$ cat config.mk
export PLATFORM = sky130hd
export DESIGN_NAME = mem_access_unit_flat
export DESIGN_NICKNAME = d
export VERILOG_FILES = /design/src/rtl/mem_access_unit_if.sv /design/src/rtl/mem_access_unit.sv /design/src/flat_wrapper.sv
export SDC_FILE = /design/constraint.sdc
export NUM_CORES = 1
export LEC_CHECK = 0
export CORE_UTILIZATION = 36
export DETAILED_ROUTE_END_ITERATION = 6
export PLACE_DENSITY = 0.77
export SLEW_MARGIN = 25
export SYNTH_ARGS = -nofsm -noshare
export SYNTH_HDL_FRONTEND = slang
export SYNTH_SLANG_ARGS = --single-unit
$ cat constraint.sdc
create_clock -name clk -period 2 [get_ports clk]
set_clock_uncertainty 0.2 [all_clocks]
set_input_delay 0.2 -clock clk [delete_from_list [all_inputs] [get_ports clk]]
set_output_delay 0.2 -clock clk [all_outputs]
set_load 0.03 [all_outputs]
$ cat src/rtl/mem_access_unit_if.sv
// Data-memory port of the load/store unit: one valid/ready request channel
// plus a read-response channel.
interface mem_access_unit_if #(
  parameter int ADDR_WIDTH = 32,
  parameter int DATA_WIDTH = 32
);
  logic                    mem_req_valid;
  logic                    mem_req_ready;
  logic                    mem_we;
  logic [ADDR_WIDTH-1:0]   mem_addr;
  logic [DATA_WIDTH-1:0]   mem_wdata;
  logic [DATA_WIDTH/8-1:0] mem_wstrb;
  logic                    mem_rsp_valid;
  logic [DATA_WIDTH-1:0]   mem_rdata;

  modport master (
    output mem_req_valid, mem_we, mem_addr, mem_wdata, mem_wstrb,
    input  mem_req_ready, mem_rsp_valid, mem_rdata
  );

  modport slave (
    input  mem_req_valid, mem_we, mem_addr, mem_wdata, mem_wstrb,
    output mem_req_ready, mem_rsp_valid, mem_rdata
  );
endinterface

$ cat src/rtl/mem_access_unit.sv
// Memory-stage load/store unit: byte/half/word accesses over a valid/ready port.
// Define MEM_TIMEOUT_EN to add a watchdog that aborts a stuck transaction.
module mem_access_unit #(
  parameter int DATA_WIDTH     = 32,
  parameter int ADDR_WIDTH     = 32,
  parameter int TIMEOUT_CYCLES = 255
) (
  input  logic                  clk,
  input  logic                  rst_n,
  input  logic                  op_valid,
  input  logic                  MemRead,
  input  logic                  MemWrite,
  input  logic [2:0]            funct3,
  input  logic [ADDR_WIDTH-1:0] ALUResult,
  input  logic [DATA_WIDTH-1:0] rd2,
  output logic                  stall,
  output logic                  done,
  output logic [DATA_WIDTH-1:0] load_data,
  output logic                  access_err,
  mem_access_unit_if.master     mem
);

  typedef enum logic [1:0] {IDLE, REQ, WAIT_RSP, DONE} state_t;

  state_t                state_reg, state_next;
  logic [ADDR_WIDTH-1:0] addr_reg, addr_next;
  logic [DATA_WIDTH-1:0] data_reg, data_next;
  logic [DATA_WIDTH-1:0] load_data_reg, load_data_next;
  logic [2:0]            funct3_reg, funct3_next;
  logic                  we_reg, we_next;
  logic                  err_reg, err_next;

  logic                  accept;
  logic                  bad_access;
  logic                  timeout;
  logic                  in_req;
  logic [3:0]            lane_strb;
  logic [DATA_WIDTH-1:0] lane_wdata;
  logic [7:0]            rsp_byte [4];
  logic [7:0]            sel_byte;
  logic [15:0]           sel_half;
  logic [DATA_WIDTH-1:0] load_ext;

  assign accept = (state_reg == IDLE) && op_valid && (MemRead || MemWrite);
  assign in_req = (state_reg == REQ);

  // Classify the presented op; bad accesses never reach the memory port.
  always_comb begin
    logic store_ok, load_ok, misaligned;
    store_ok   = funct3 inside {3'b000, 3'b001, 3'b010};
    load_ok    = funct3 inside {3'b000, 3'b001, 3'b010, 3'b100, 3'b101};
    misaligned = ((funct3[1:0] == 2'b01) && ALUResult[0]) ||
                 ((funct3[1:0] == 2'b10) && (ALUResult[1:0] != 2'b00));
    bad_access = (MemRead && MemWrite) || (MemWrite && !store_ok) ||
                 (MemRead && !load_ok) || misaligned;
  end

  // Per-lane strobe and store-data replication, plus response byte split.
  generate
    for (genvar gi = 0; gi < 4; gi++) begin : g_lane
      localparam logic [1:0] LANE = 2'(gi);
      always_comb begin
        case (funct3_reg[1:0])
          2'b00: begin
            lane_strb[gi]          = (addr_reg[1:0] == LANE);
            lane_wdata[8*gi +: 8]  = data_reg[7:0];
          end
          2'b01: begin
            lane_strb[gi]          = (addr_reg[1] == LANE[1]);
            lane_wdata[8*gi +: 8]  = data_reg[8*(gi%2) +: 8];
          end
          default: begin
            lane_strb[gi]          = 1'b1;
            lane_wdata[8*gi +: 8]  = data_reg[8*gi +: 8];
          end
        endcase
      end
      assign rsp_byte[gi] = mem.mem_rdata[8*gi +: 8];
    end
  endgenerate

  always_comb begin
    sel_byte = rsp_byte[addr_reg[1:0]];
    sel_half = addr_reg[1] ? mem.mem_rdata[31:16] : mem.mem_rdata[15:0];
    case (funct3_reg)
      3'b000:  load_ext = {{(DATA_WIDTH-8){sel_byte[7]}}, sel_byte};
      3'b001:  load_ext = {{(DATA_WIDTH-16){sel_half[15]}}, sel_half};
      3'b100:  load_ext = {{(DATA_WIDTH-8){1'b0}}, sel_byte};
      3'b101:  load_ext = {{(DATA_WIDTH-16){1'b0}}, sel_half};
      default: load_ext = mem.mem_rdata;
    endcase
  end

`ifdef MEM_TIMEOUT_EN
  localparam int CNT_W = ($clog2(TIMEOUT_CYCLES + 1) > 8) ? $clog2(TIMEOUT_CYCLES + 1) : 8;
  logic [CNT_W-1:0] cnt_reg, cnt_next;

  // Fires in the last cycle of the budget so DONE lands TIMEOUT_CYCLES after REQ entry.
  assign timeout = (cnt_reg == CNT_W'(TIMEOUT_CYCLES - 1));

  always_comb begin
    cnt_next = cnt_reg;
    if (state_reg == IDLE)
      cnt_next = '0;
    else if (state_reg == REQ || state_reg == WAIT_RSP)
      cnt_next = cnt_reg + 1'b1;
  end

  always_ff @(posedge clk or negedge rst_n) begin
    if (!rst_n) cnt_reg <= '0;
    else        cnt_reg <= cnt_next;
  end
`else
  assign timeout = 1'b0;
`endif

  always_comb begin
    state_next     = state_reg;
    addr_next      = addr_reg;
    data_next      = data_reg;
    funct3_next    = funct3_reg;
    we_next        = we_reg;
    err_next       = err_reg;
    load_data_next = load_data_reg;
    case (state_reg)
      IDLE: begin
        if (accept) begin
          addr_next   = ALUResult;
          data_next   = rd2;
          funct3_next = funct3;
          we_next     = MemWrite && !MemRead;
          err_next    = bad_access;
          if (bad_access) begin
            load_data_next = '0;
            state_next     = DONE;
          end else begin
            state_next = REQ;
          end
        end
      end
      REQ: begin
        if (mem.mem_req_ready) begin
          state_next = we_reg ? DONE : WAIT_RSP;
        end else if (timeout) begin
          err_next       = 1'b1;
          load_data_next = '0;
          state_next     = DONE;
        end
      end
      WAIT_RSP: begin
        if (mem.mem_rsp_valid) begin
          load_data_next = load_ext;
          state_next     = DONE;
        end else if (timeout) begin
          err_next       = 1'b1;
          load_data_next = '0;
          state_next     = DONE;
        end
      end
      default: state_next = IDLE;
    endcase
  end

  always_ff @(posedge clk or negedge rst_n) begin
    if (!rst_n) begin
      state_reg     <= IDLE;
      addr_reg      <= '0;
      data_reg      <= '0;
      funct3_reg    <= '0;
      we_reg        <= 1'b0;
      err_reg       <= 1'b0;
      load_data_reg <= '0;
    end else begin
      state_reg     <= state_next;
      addr_reg      <= addr_next;
      data_reg      <= data_next;
      funct3_reg    <= funct3_next;
      we_reg        <= we_next;
      err_reg       <= err_next;
      load_data_reg <= load_data_next;
    end
  end

  // Request fields are zero outside REQ; loads never carry strobes or data.
  assign mem.mem_req_valid = in_req;
  assign mem.mem_we        = in_req && we_reg;
  assign mem.mem_addr      = in_req ? {addr_reg[ADDR_WIDTH-1:2], 2'b00} : '0;
  assign mem.mem_wdata     = (in_req && we_reg) ? lane_wdata : '0;
  assign mem.mem_wstrb     = (in_req && we_reg) ? lane_strb : '0;

  assign stall      = accept || (state_reg == REQ) || (state_reg == WAIT_RSP);
  assign done       = (state_reg == DONE);
  assign access_err = (state_reg == DONE) && err_reg;
  assign load_data  = load_data_reg;

endmodule

$ cat src/flat_wrapper.sv
// flat-port wrapper written by rule: the top's interface ports become plain ports
module mem_access_unit_flat 
#(
  parameter int DATA_WIDTH     = 32,
  parameter int ADDR_WIDTH     = 32,
  parameter int TIMEOUT_CYCLES = 255
)
  (clk, rst_n, op_valid, MemRead, MemWrite, funct3, ALUResult, rd2, stall, done, load_data, access_err, mem_mem_req_valid, mem_mem_we, mem_mem_addr, mem_mem_wdata, mem_mem_wstrb, mem_mem_req_ready, mem_mem_rsp_valid, mem_mem_rdata);
  mem_access_unit_if #(.ADDR_WIDTH(ADDR_WIDTH), .DATA_WIDTH(DATA_WIDTH)) mem_i ();
  input  logic clk;
  input  logic rst_n;
  input  logic op_valid;
  input  logic MemRead;
  input  logic MemWrite;
  input  logic [2:0] funct3;
  input  logic [ADDR_WIDTH-1:0] ALUResult;
  input  logic [DATA_WIDTH-1:0] rd2;
  output logic stall;
  output logic done;
  output logic [DATA_WIDTH-1:0] load_data;
  output logic access_err;
  output wire logic [$bits(mem_i.mem_req_valid)-1:0] mem_mem_req_valid;
  output wire logic [$bits(mem_i.mem_we)-1:0] mem_mem_we;
  output wire logic [$bits(mem_i.mem_addr)-1:0] mem_mem_addr;
  output wire logic [$bits(mem_i.mem_wdata)-1:0] mem_mem_wdata;
  output wire logic [$bits(mem_i.mem_wstrb)-1:0] mem_mem_wstrb;
  input wire logic [$bits(mem_i.mem_req_ready)-1:0] mem_mem_req_ready;
  input wire logic [$bits(mem_i.mem_rsp_valid)-1:0] mem_mem_rsp_valid;
  input wire logic [$bits(mem_i.mem_rdata)-1:0] mem_mem_rdata;
  assign mem_mem_req_valid = mem_i.mem_req_valid;
  assign mem_mem_we = mem_i.mem_we;
  assign mem_mem_addr = mem_i.mem_addr;
  assign mem_mem_wdata = mem_i.mem_wdata;
  assign mem_mem_wstrb = mem_i.mem_wstrb;
  assign mem_i.mem_req_ready = mem_mem_req_ready;
  assign mem_i.mem_rsp_valid = mem_mem_rsp_valid;
  assign mem_i.mem_rdata = mem_mem_rdata;
  mem_access_unit #(.DATA_WIDTH(DATA_WIDTH), .ADDR_WIDTH(ADDR_WIDTH), .TIMEOUT_CYCLES(TIMEOUT_CYCLES)) u_core (.clk(clk), .rst_n(rst_n), .op_valid(op_valid), .MemRead(MemRead), .MemWrite(MemWrite), .funct3(funct3), .ALUResult(ALUResult), .rd2(rd2), .stall(stall), .done(done), .load_data(load_data), .access_err(access_err), .mem(mem_i));
endmodule
==> results of run 1 <==
[stage by stage]
| step | utilization [%] | instance area, sq um | setup TNS, ns | cells | hold WS, ns |
|---|---|---|---|---|---|
| floorplan | - | 5384 | -2.486 | 481 | -0.2956 |
| global placement | 53.11 | 7719 | -14.91 | 874 | -0.1650 |
| detailed placement | 53.11 | 7719 | -17.81 | 874 | -0.1644 |
| CTS | 59.37 | 8628 | -6.453 | 907 | 0.007010 |
| global route | 60.85 | 8843 | -13.70 | 914 | 0.03914 |
| finish | 60.85 | 8843 | -5.682 | 914 | 0.01493 |
[cell families after synthesis]
group | count (synthesis)
AO/OA/AOI/OAI | 95
adder cells (fa/ha/maj) | 4
buffers and inverters | 42
flip-flops | 103
multiplexers | 93
other | 1
AND/OR/NAND/NOR | 142
[power breakdown]
| group | internal (mW) | switching, mW |
|---|---|---|
| combinational | 3.99 | 4.40 |
| clock | 1.03 | 0.773 |
| sequential | 2.99 | 0.726 |
[what timing repair did]
item / CTS / global route
buffers inserted: 9 / 4
endpoints found under the setup margin: 86 / 143
gates cloned: 8 / 4
endpoints found under the hold margin: 103 / 0
gates resized for setup: 97 / 28
pin swaps: 11 / 13
hold buffers: 1 / 0
[Yosys cell counts, types with 2 or more instances]
library cell  number  share of area (%)
dfrtp_1          103                 48
mux2_2            68                 14
nand2_1           38                2.7
nor2_1            38                2.7
and2_1            31                3.6
mux2i_1           24                4.5
a21oi_1           21                2.0
clkbuf_1          18                1.3
nand2b_1          18                2.1
o2bb2ai_1         18                3.0
a22o_1            14                2.3
buf_2             11                1.0
and3_1             8               0.94
a22oi_1            7               0.98
inv_1              6               0.42
o221ai_1           5               0.82
a31oi_1            4               0.47
buf_6              4               0.84
ha_1               4               0.94
o21ai_0            4               0.37
buf_4              3               0.42
a211oi_1           2               0.28
a21o_1             2               0.28
a21oi_2            2               0.33
a22o_4             2               0.66
o21a_1             2               0.28
o22ai_1            2               0.23
[worst max-delay path: stages, from the launching register on]
cell	delay, ns
dfrtp_1	0.40
inv_2	0.08
buf_6	0.10
ha_4	0.16
nand2_8	0.09
buf_12	0.16
buf_16	0.14
a21oi_4	0.12
buf_6	0.14
[worst max path at each step]
stage                                end  slack, ns  cells past startpoint           startpoint
global route        u_core.load_data[17]      -0.20                      8  u_core.state_reg[0]
global placement    u_core.load_data[16]      -0.34                      6            funct3[1]
finish                  mem_mem_wdata[8]      -0.15                      8  u_core.state_reg[1]
floorplan           u_core.load_data[21]      -0.10                      8  u_core.state_reg[0]
detailed placement  u_core.load_data[17]      -0.37                      6            funct3[1]
CTS                    mem_mem_wdata[16]      -0.16                      8  u_core.state_reg[1]
[layout make-up]
cell class,instances,area (sq um),share of cell area (%)
Clock buffer,12,256.5,2.900
Multi-Input combinational cell,339,2887,32.64
Inverter,6,22.52,0.2547
Timing Repair Buffer,267,2824,31.93
Sequential cell,103,2581,29.19
Tap cell,184,230.2,2.603
Clock inverter,3,42.54,0.4810
[per-layer routing]
metal  wire length, microns  vias to the layer above  global-route usage, %
li1                       -                     2203                      -
met1                   7313                     2424                  27.73
met2                   9124                      202                  40.38
met3                   1110                       42                  3.663
met4                    577                        0                  11.37
met5                      0                        -                      0
==> qor.csv, run 1 <==
stage;metric;value;unit
global_route;aggregate global routing overflow;0;
place;port bufs;208;
pwr;Worst VDD drop;0.7235;mV
floorplan;Initial Util;36.77;%
global_route;largest net degree at the start of global routing;60;
synthesis;cells after synthesis;480;
synthesis;xor/xnor share of the synthesized area;0;%
drt;DRC violations left;0;
global_route;first-pass GRT wire length;26340;microns
synthesis;Simple-Gate Fraction of Synth Area;13.18;%
layout;area grow syn2layout;65.49;%
synthesis;synthesized area;0.005344;sq mm
setup_path;Max FO, Critical Path;6;
clock_tree;CTS tree;done;
run_status;violated checks;negative setup slack;
floorplan;die area;0.01534;sq mm
sta;final setup margin;-0.1451;ns
synthesis;Synth async-reset ratio;100.0;%
place;Place WS;-0.3659;ns
clock_tree;H-tree Lvls;3;
sta;Slew @ Worst Pin;0.5414;ns
clock_tree;clock buffer depth;2;
clock_tree;Worst-path clk slew;0.07;ns
sta;fmax;0.4662;GHz
drt;WL per Instance;19.83;microns
synthesis;Synth Area in Compound Gates;14.28;%
drt;routed vias;4871;
job;total of max-cap violations;0;
layout;ratio of cells with drive above 1 in the final layout;37.67;%
synthesis;post-synthesis average cell area;11.13;sq um
floorplan;Ports;211;
setup_path;R2R Path End;u_core.load_data[17];
pwr;pwr dens;1573;mW/mm^2
synthesis;mux cell area share after synthesis;19.32;%
clock_tree;cts bufs inserted;9;
pwr;Leak;3.862;nW
pwr;Pwr Total;13.91;mW
synthesis;EDFF count, synth;0;
sta;fin crit period;2.145;ns
sta;relative slew slack;63.91;%
drt;Initial DRC Count;251;
sta;Period Utilization, post-route;107.3;%
floorplan;# rows;44;
layout;most frequent cells in the layout;clkdlybuf4s50_1, dfrtp_1, buf_4;
clock_tree;Sink Count;103;
drt;post-route ant nets;0;
clock_tree;Clock Latency Late Sink;0.35;ns
place;RD Place Congestion;0.8676;
layout;commonest non-fill, non-tap cell in the layout;clkdlybuf4s50_1;
synthesis;Main synth FF type;dfrtp_1;
synthesis;warnings from Yosys;0;
setup_path;reg-to-reg setup timing slack;-0.09;ns
sta;Final Max Slew Viols;0;
layout;Nets;836;
layout;antenna diode count;0;
global_route;initial antenna violation count;0;
clock_tree;root buf cell;clkbuf_16;
worst_hold_path;HP Class;input pin to async pin;
global_route;vias in the first global route;5014;
synthesis;Synth Area in Adders;0.9365;%
drt;DR vias/cell;5.329;
floorplan;Core Area;0.01453;sq mm
setup_path;CP arrival;1.75;ns
sta;Finish-stage setup viols;85;
floorplan;Die W;123.8;microns
layout;filler instances;1195;
floorplan;Die Ht;123.8;microns
setup_path;Reg2Reg Depth;8;
setup_path;CP startpoint kind;register;
synthesis;main combinational cell family by area after synthesis;multiplexers;
global_route;Total GRT Usage;23.19;%
sta;RSZ-0062 raised after global routing;true;
synthesis;register bit total from synthesis;103;
setup_path;Setup CP Type;register to output port;
drt;DRT Wirelength;18130;microns
setup_path;RR Startpoint;u_core.state_reg[0];
setup_path;Worst Setup End Kind;output port;
run_status;outcome;finished with violations;
setup_path;Data required, critical path;1.60;ns
sta;Hold Violations, Final;0;
drt;TritonRoute pass-1 iters;6;
synthesis;register area share after synthesis;48.23;%
synthesis;Synth cell types;48;
place;HPWL Detailed;11920;microns
Note: power is estimated with default switching activity, not from simulation.
==> inputs of run 2 (changes only) <==
ABC_AREA = 1   (was default)
PLACE_DENSITY = 0.76   (was 0.77)
SETUP_SLACK_MARGIN = 0.5   (was default)
==> qor.csv, run 2 <==
stage;metric;value;unit;change
synthesis;top cell type's share of synthesized area;46.51;%;-1.7 points
setup_path;Setup CP Type;register to output port;;
floorplan;Core Area;0.01475;sq mm;+1.5%
sta;final setup margin;-0.05980;ns;+0.08535 ns
drt;TritonRoute pass-1 iters;5;;-1
sta;relative slew slack;60.00;%;-3.9 points
clock_tree;H-tree Lvls;3;;unchanged
setup_path;Max FO, Critical Path;6;;unchanged
clock_tree;Clock Latency Late Sink;0.36;ns;about the same
synthesis;cell accounting for the most synthesized area;dfrtp_1;;
sta;fmax;0.4855;GHz;+4.1%
setup_path;Reg2Reg Depth;12;;+4
setup_path;CP Cell Sequence;inv_2 -> ha_4 -> nand2_8 -> clkbuf_16 -> nor2_4 -> buf_6;;
sta;Period Utilization, post-route;103.0;%;-4.3 points
synthesis;EDFF count, synth;0;;unchanged
setup_path;CP endpoint;mem_mem_wdata[11];;
setup_path;Levels on crit path;6;;-2
clock_tree;CTS tree;done;;
drt;routed vias;6499;;+33%
drt;DRT Wirelength;22930;microns;+26%
sta;fin crit period;2.060;ns;-0.08535 ns
setup_path;Slowest-stage cell, CP;dfrtp_1;;
synthesis;leading cell type by number of instances after synthesis;nand2_1;;
sta;Hold Violations, Final;0;;unchanged
sta;Finish-stage setup viols;22;;-74%
clock_tree;cts bufs inserted;9;;unchanged
worst_hold_path;HP Class;input pin to async pin;;
setup_path;Crit path max-delay family;buffers and inverters;;
floorplan;# rows;44;;unchanged
floorplan;Die W;126.1;microns;+1.8%
setup_path;CP arrival;1.66;ns;-0.09 ns
synthesis;post-synthesis average cell area;6.971;sq um;-37%
layout;commonest non-fill, non-tap cell in the layout;nand2_1;;
layout;Nets;1169;;+40%
floorplan;Ports;211;;unchanged
layout;Final Non-Filler Cells;1248;;+37%
global_route;vias in the first global route;6235;;+24%
synthesis;cells after synthesis;795;;+66%
synthesis;top cells by area, synth;dfrtp_1, nand2_1, inv_1, o21ai_0, nor2_1;;
setup_path;R2R Path End;u_core.load_data[6];;
global_route;first-pass GRT wire length;33170;microns;+26%
run_status;outcome;finished with violations;;
place;HPWL Detailed;12730;microns;+6.8%
synthesis;Synth async-reset ratio;100.0;%;unchanged
layout;antenna diode count;0;;unchanged
drt;post-route ant nets;0;;unchanged
synthesis;synthesized area;0.005542;sq mm;+3.7%
synthesis;register area share after synthesis;46.51;%;-1.7 points
synthesis;most frequent cells after synthesis;nand2_1, dfrtp_1, inv_1;;
layout;Post-Route Utilization;73.75;%;+13 points
synthesis;warnings from Yosys;0;;unchanged
place;port bufs;208;;unchanged
drt;WL per Instance;18.37;microns;-7.4%
global_route;Total GRT Usage;26.87;%;+3.7 points
clock_tree;root buf cell;clkbuf_16;;
run_status;violated checks;negative setup slack;;
global_route;largest net degree at the start of global routing;59;;-1.7%
synthesis;Synth cell types;29;;-40%
global_route;aggregate global routing overflow;0;;unchanged
setup_path;CP bufs+invs;3;;-2
clock_tree;Worst-path clk slew;0.08;ns;about the same
setup_path;Worst Setup End Kind;output port;;
floorplan;Die Ht;126.1;microns;+1.8%
sta;setup_tns;-0.5010;ns;+5.181 ns
pwr;pwr dens;1595;mW/mm^2;+1.4%
layout;area grow syn2layout;96.37;%;
floorplan;die area;0.01589;sq mm;+3.6%
global_route;initial antenna violation count;0;;unchanged
setup_path;peak per-stage delay on the critical path;0.40;ns;about the same
place;RD Place Congestion;0.8609;;-0.77%
synthesis;Main synth FF type;dfrtp_1;;
job;total of max-cap violations;0;;unchanged
setup_path;reg-to-reg setup timing slack;0;ns;+0.09 ns
pwr;Leak;5.380;nW;+39%
sta;Final Max Slew Viols;0;;unchanged
sta;RSZ-0062 raised after global routing;true;;
layout;ratio of cells with drive above 1 in the final layout;44.36;%;+6.7 points
sta;worst hold slack;0.1849;ns;+0.1700 ns
clock_tree;clock buffer depth;2;;unchanged
setup_path;critical path startpoint;u_core.state_reg[1];;
sta;Slew @ Worst Pin;0.6000;ns;+0.05863 ns
pwr;Worst VDD drop;0.7357;mV;+1.7%
floorplan;Initial Util;37.56;%;+0.79 points
synthesis;register bit total from synthesis;103;;unchanged
place;Placed Cells;1167;;+34%
place;Place WS;-0.04452;ns;+0.3214 ns
drt;Initial DRC Count;542;;+120%
layout;most frequent cells in the layout;nand2_1, clkdlybuf4s50_1, dfrtp_1;;
setup_path;Data required, critical path;1.60;ns;about the same
setup_path;RR Startpoint;u_core.state_reg[1];;
drt;DR vias/cell;5.208;;-2.3%
drt;DRC violations left;0;;unchanged
setup_path;CP startpoint kind;register;;
clock_tree;Sink Count;103;;unchanged
==> run 2: cell count changes in the layout (fill, tap and decap cells not counted), sizes merged, moves of 30 or more <==
cell	change
and2	-30
nand2	+283
inv	+92
mux2	-68
o21ai	+85
clkdlybuf4s50	-32
buf	+35
==> run 2: metal layers <==
layer | routed length [microns] | part of all wire (%) | GRT usage (%) | up-vias
met1 | 9053 | 39 | 34.03 | 3131
met2 | 11700 | 51 | 45.37 | 315
li1 | - | - | - | 2985
met4 | 752 | 3.3 | 11.20 | 0
met5 | 0 | 0 | 0 | -
met3 | 1416 | 6.2 | 4.588 | 68
==> run 2: repair_timing <==
item,4_1_cts,5_1_grt
hold endpoints to repair,103,0
endpoints found under the setup margin,206,180
resized for setup,413,169
buffers inserted,28,11
hold buffers,1,0
gates cloned,20,5
pin swaps,19,30
==> run 2: worst min-delay path, delay by kind of cell <==
family / cells / cell delay, ns
buf+inv: 3 / 0.92
==> run 2: how the worst min path moves through the flow <==
stage | from | to | slack [ns] | cells after the start
after CTS | ALUResult[30] | u_core.addr_reg[30] | 0.16 | 3
after global placement | rst_n | u_core.data_reg[6] | 0.03 | 2
final | rst_n | u_core.data_reg[6] | 0.18 | 3
after floorplan | rst_n | u_core.addr_reg[0] | -0.30 | 0
after global routing | rd2[20] | u_core.data_reg[20] | 0.19 | 3
after detailed placement | rst_n | u_core.data_reg[6] | 0.03 | 2
==> run 2: layout make-up <==
class / count / area, sq um
repair buffers: 296 / 3687
clock inverters: 6 / 92.59
inverters: 96 / 396.6
flip-flops and latches: 103 / 2579
clock buffers: 10 / 229.0
repair inverters: 2 / 22.52
well taps: 184 / 230.2
multi-input cells: 551 / 3645
fillers: 1022 / 3872
==> run 2: per-stage QoR <==
step / instance area (sq um) / total power [mW]
after floorplan: 5983 / 8.629
after global placement: 8105 / 10.85
after detailed placement: 8105 / 10.95
after CTS: 10140 / 16.00
after global routing: 10880 / 18.25
final: 10880 / 17.36
==> run 2: cells by family after synthesis <==
group                    after synthesis  synth area share [%]
flip-flops                           103                 46.51
other                                  1               0.06767
AND/OR/NAND/NOR                      410                 29.13
AO/OA/AOI/OAI                        135                 12.67
buffers and inverters                142                 10.72
adder cells (fa/ha/maj)                4                0.9032
==> run 2: power by group <==
group          switching (mW)  internal (mW)  total [mW]
clock network           0.852           1.11        1.96
logic                    6.49           5.20        11.7
registers               0.757           2.95        3.71
total                    8.10           9.26        17.4
==> inputs of run 3 (changes only) <==
==> constraint.sdc (replaced) <==
create_clock -name clk -period 2 [get_ports clk]
set_clock_uncertainty 0.2 [all_clocks]
set_input_delay 0.4 -clock clk [delete_from_list [all_inputs] [get_ports clk]]
set_output_delay 0.4 -clock clk [all_outputs]
set_load 0.03 [all_outputs]
==> qor.csv, run 3 (synthesized netlist as in run 2, its figures left out) <==
stage;metric;value;unit;change
floorplan;die area;0.01589;sq mm;unchanged
layout;Final Non-Filler Cells;1251;;+0.24%
worst_hold_path;HP Class;register to register;;
place;RD Place Congestion;0.8608;;about the same
setup_path;peak per-stage delay on the critical path;0.40;ns;about the same
place;Placed Cells;1185;;+1.5%
clock_tree;Worst-path clk slew;0.07;ns;about the same
pwr;Leak;4.905;nW;-8.8%
floorplan;Ports;211;;unchanged
global_route;aggregate global routing overflow;0;;unchanged
layout;most frequent cells in the layout;nand2_1, clkdlybuf4s50_1, dfrtp_1;;
layout;area grow syn2layout;77.13;%;
setup_path;CP Cell Sequence;inv_2 -> ha_4 -> nand2_8 -> buf_16 -> nor2_4 -> buf_6;;
sta;Hold Violations, Final;0;;unchanged
floorplan;Die W;126.1;microns;unchanged
floorplan;Die Ht;126.1;microns;unchanged
sta;fmax;0.4491;GHz;-7.5%
floorplan;Initial Util;37.56;%;unchanged
sta;fin crit period;2.227;ns;+0.1670 ns
drt;DRT Wirelength;19990;microns;-13%
layout;design area;0.009816;sq mm;-9.8%
drt;DRC violations left;0;;unchanged
clock_tree;clock buffer depth;2;;unchanged
sta;Final Max Slew Viols;0;;unchanged
layout;commonest non-fill, non-tap cell in the layout;nand2_1;;
clock_tree;Sink Count;103;;unchanged
setup_path;Slowest-stage cell, CP;dfrtp_1;;
drt;TritonRoute pass-1 iters;7;;+2
place;Area after DPL;0.008223;sq mm;+1.5%
clock_tree;CTS tree;done;;
clock_tree;H-tree Lvls;3;;unchanged
worst_hold_path;min-delay src;u_core.addr_reg[17];;
setup_path;CP arrival;1.63;ns;-0.03 ns
drt;DR vias/cell;4.967;;-4.6%
layout;ratio of cells with drive above 1 in the final layout;29.46;%;-15 points
pwr;pwr dens;1568;mW/mm^2;-1.7%
setup_path;Max FO, Critical Path;11;;+5
drt;Initial DRC Count;512;;-5.5%
layout;Nets;1171;;+0.17%
setup_path;Setup CP Type;register to output port;;
layout;Post-Route Utilization;66.53;%;-7.2 points
drt;WL per Instance;15.98;microns;-13%
sta;Period Utilization, post-route;111.3;%;+8.4 points
drt;post-route ant nets;0;;unchanged
setup_path;RR Startpoint;u_core.state_reg[0];;
clock_tree;Clock Latency Late Sink;0.35;ns;about the same
global_route;vias in the first global route;6022;;-3.4%
setup_path;Worst Setup End Kind;output port;;
place;HPWL Detailed;12880;microns;+1.2%
place;port bufs;208;;unchanged
global_route;Total GRT Usage;24.18;%;-2.7 points
setup_path;CP startpoint kind;register;;
pwr;Worst VDD drop;0.7334;mV;-0.30%
drt;routed vias;6214;;-4.4%
sta;Finish-stage setup viols;101;;+360%
setup_path;critical path startpoint;u_core.state_reg[1];;
clock_tree;cts bufs inserted;9;;unchanged
job;total of max-cap violations;0;;unchanged
global_route;initial antenna violation count;1;;+1
setup_path;Data required, critical path;1.40;ns;-0.20 ns
floorplan;Core Area;0.01475;sq mm;unchanged
run_status;violated checks;negative setup slack;;
sta;RSZ-0062 raised after global routing;true;;
global_route;largest net degree at the start of global routing;37;;-37%
clock_tree;root buf cell;clkbuf_16;;
global_route;first-pass GRT wire length;30190;microns;-9.0%
run_status;outcome;finished with violations;;
floorplan;# rows;44;;unchanged
sta;final setup margin;-0.2268;ns;-0.1670 ns
[run 3: repair_timing]
item	in CTS	in global routing
resized for setup	334	77
setup buffers	25	7
hold endpoints to repair	20	0
pin swaps	10	4
hold buffers	1	0
cloned	10	6
setup endpoints to repair	206	204
[run 3: routing by layer]
layer	vias to the layer above	share of wire (%)	track usage [%]
li1	2972	-	-
met1	2902	41	29.89
met2	284	48	40.75
met3	56	7.2	5.140
met4	0	3.6	10.42
met5	-	0	0
[run 3: cell type report]
class | instances | area (sq um)
diodes | 1 | 2.502
clock buffers | 11 | 232.7
clock inverters | 5 | 35.03
fillers | 1193 | 4938
inverters | 96 | 397.9
multi-input cells | 551 | 2919
flip-flops and latches | 103 | 2580
well taps | 184 | 230.2
repair buffers | 298 | 3396
repair inverters | 2 | 22.52
[run 3: worst paths after layout]
check                                       end  slack, ns  depth (start not counted)
setup / recovery               mem_mem_wdata[0]      -0.23                          6
hold / removal              u_core.addr_reg[17]       0.28                          2
setup reg to reg           u_core.load_data[29]      -0.12                         11
hold reg to reg             u_core.addr_reg[17]       0.28                          2
max in group asynchronous  u_core.load_data[20]       0.69                          3
min in group asynchronous    u_core.data_reg[1]       0.31                          2
[run 3: power by group]
group          internal [mW]  switching [mW]
sequential              2.95           0.659
combinational           4.51            5.63
clock                  0.846           0.796
[run 3: metrics by stage]
| step | hold slack (ns) | TNS, ns | worst slack (ns) | power, mW |
|---|---|---|---|---|
| after floorplan | -0.09559 | 0 | 0.1100 | 8.491 |
| after global placement | 0.1357 | -7.590 | -0.1598 | 10.78 |
| after detailed placement | 0.1359 | -12.25 | -0.2112 | 10.93 |
| after CTS | 0.2835 | -11.71 | -0.2270 | 14.56 |
| after global routing | 0.2966 | -21.22 | -0.2795 | 16.30 |
| final | 0.2799 | -13.93 | -0.2268 | 15.39 |
[run 3: critical path: cells and delay by family (launching register included)]
family	cells	cell delay (ns)
fa+ha+maj	1	0.17
buf+inv	3	0.45
flops	1	0.40
simple gates	2	0.25
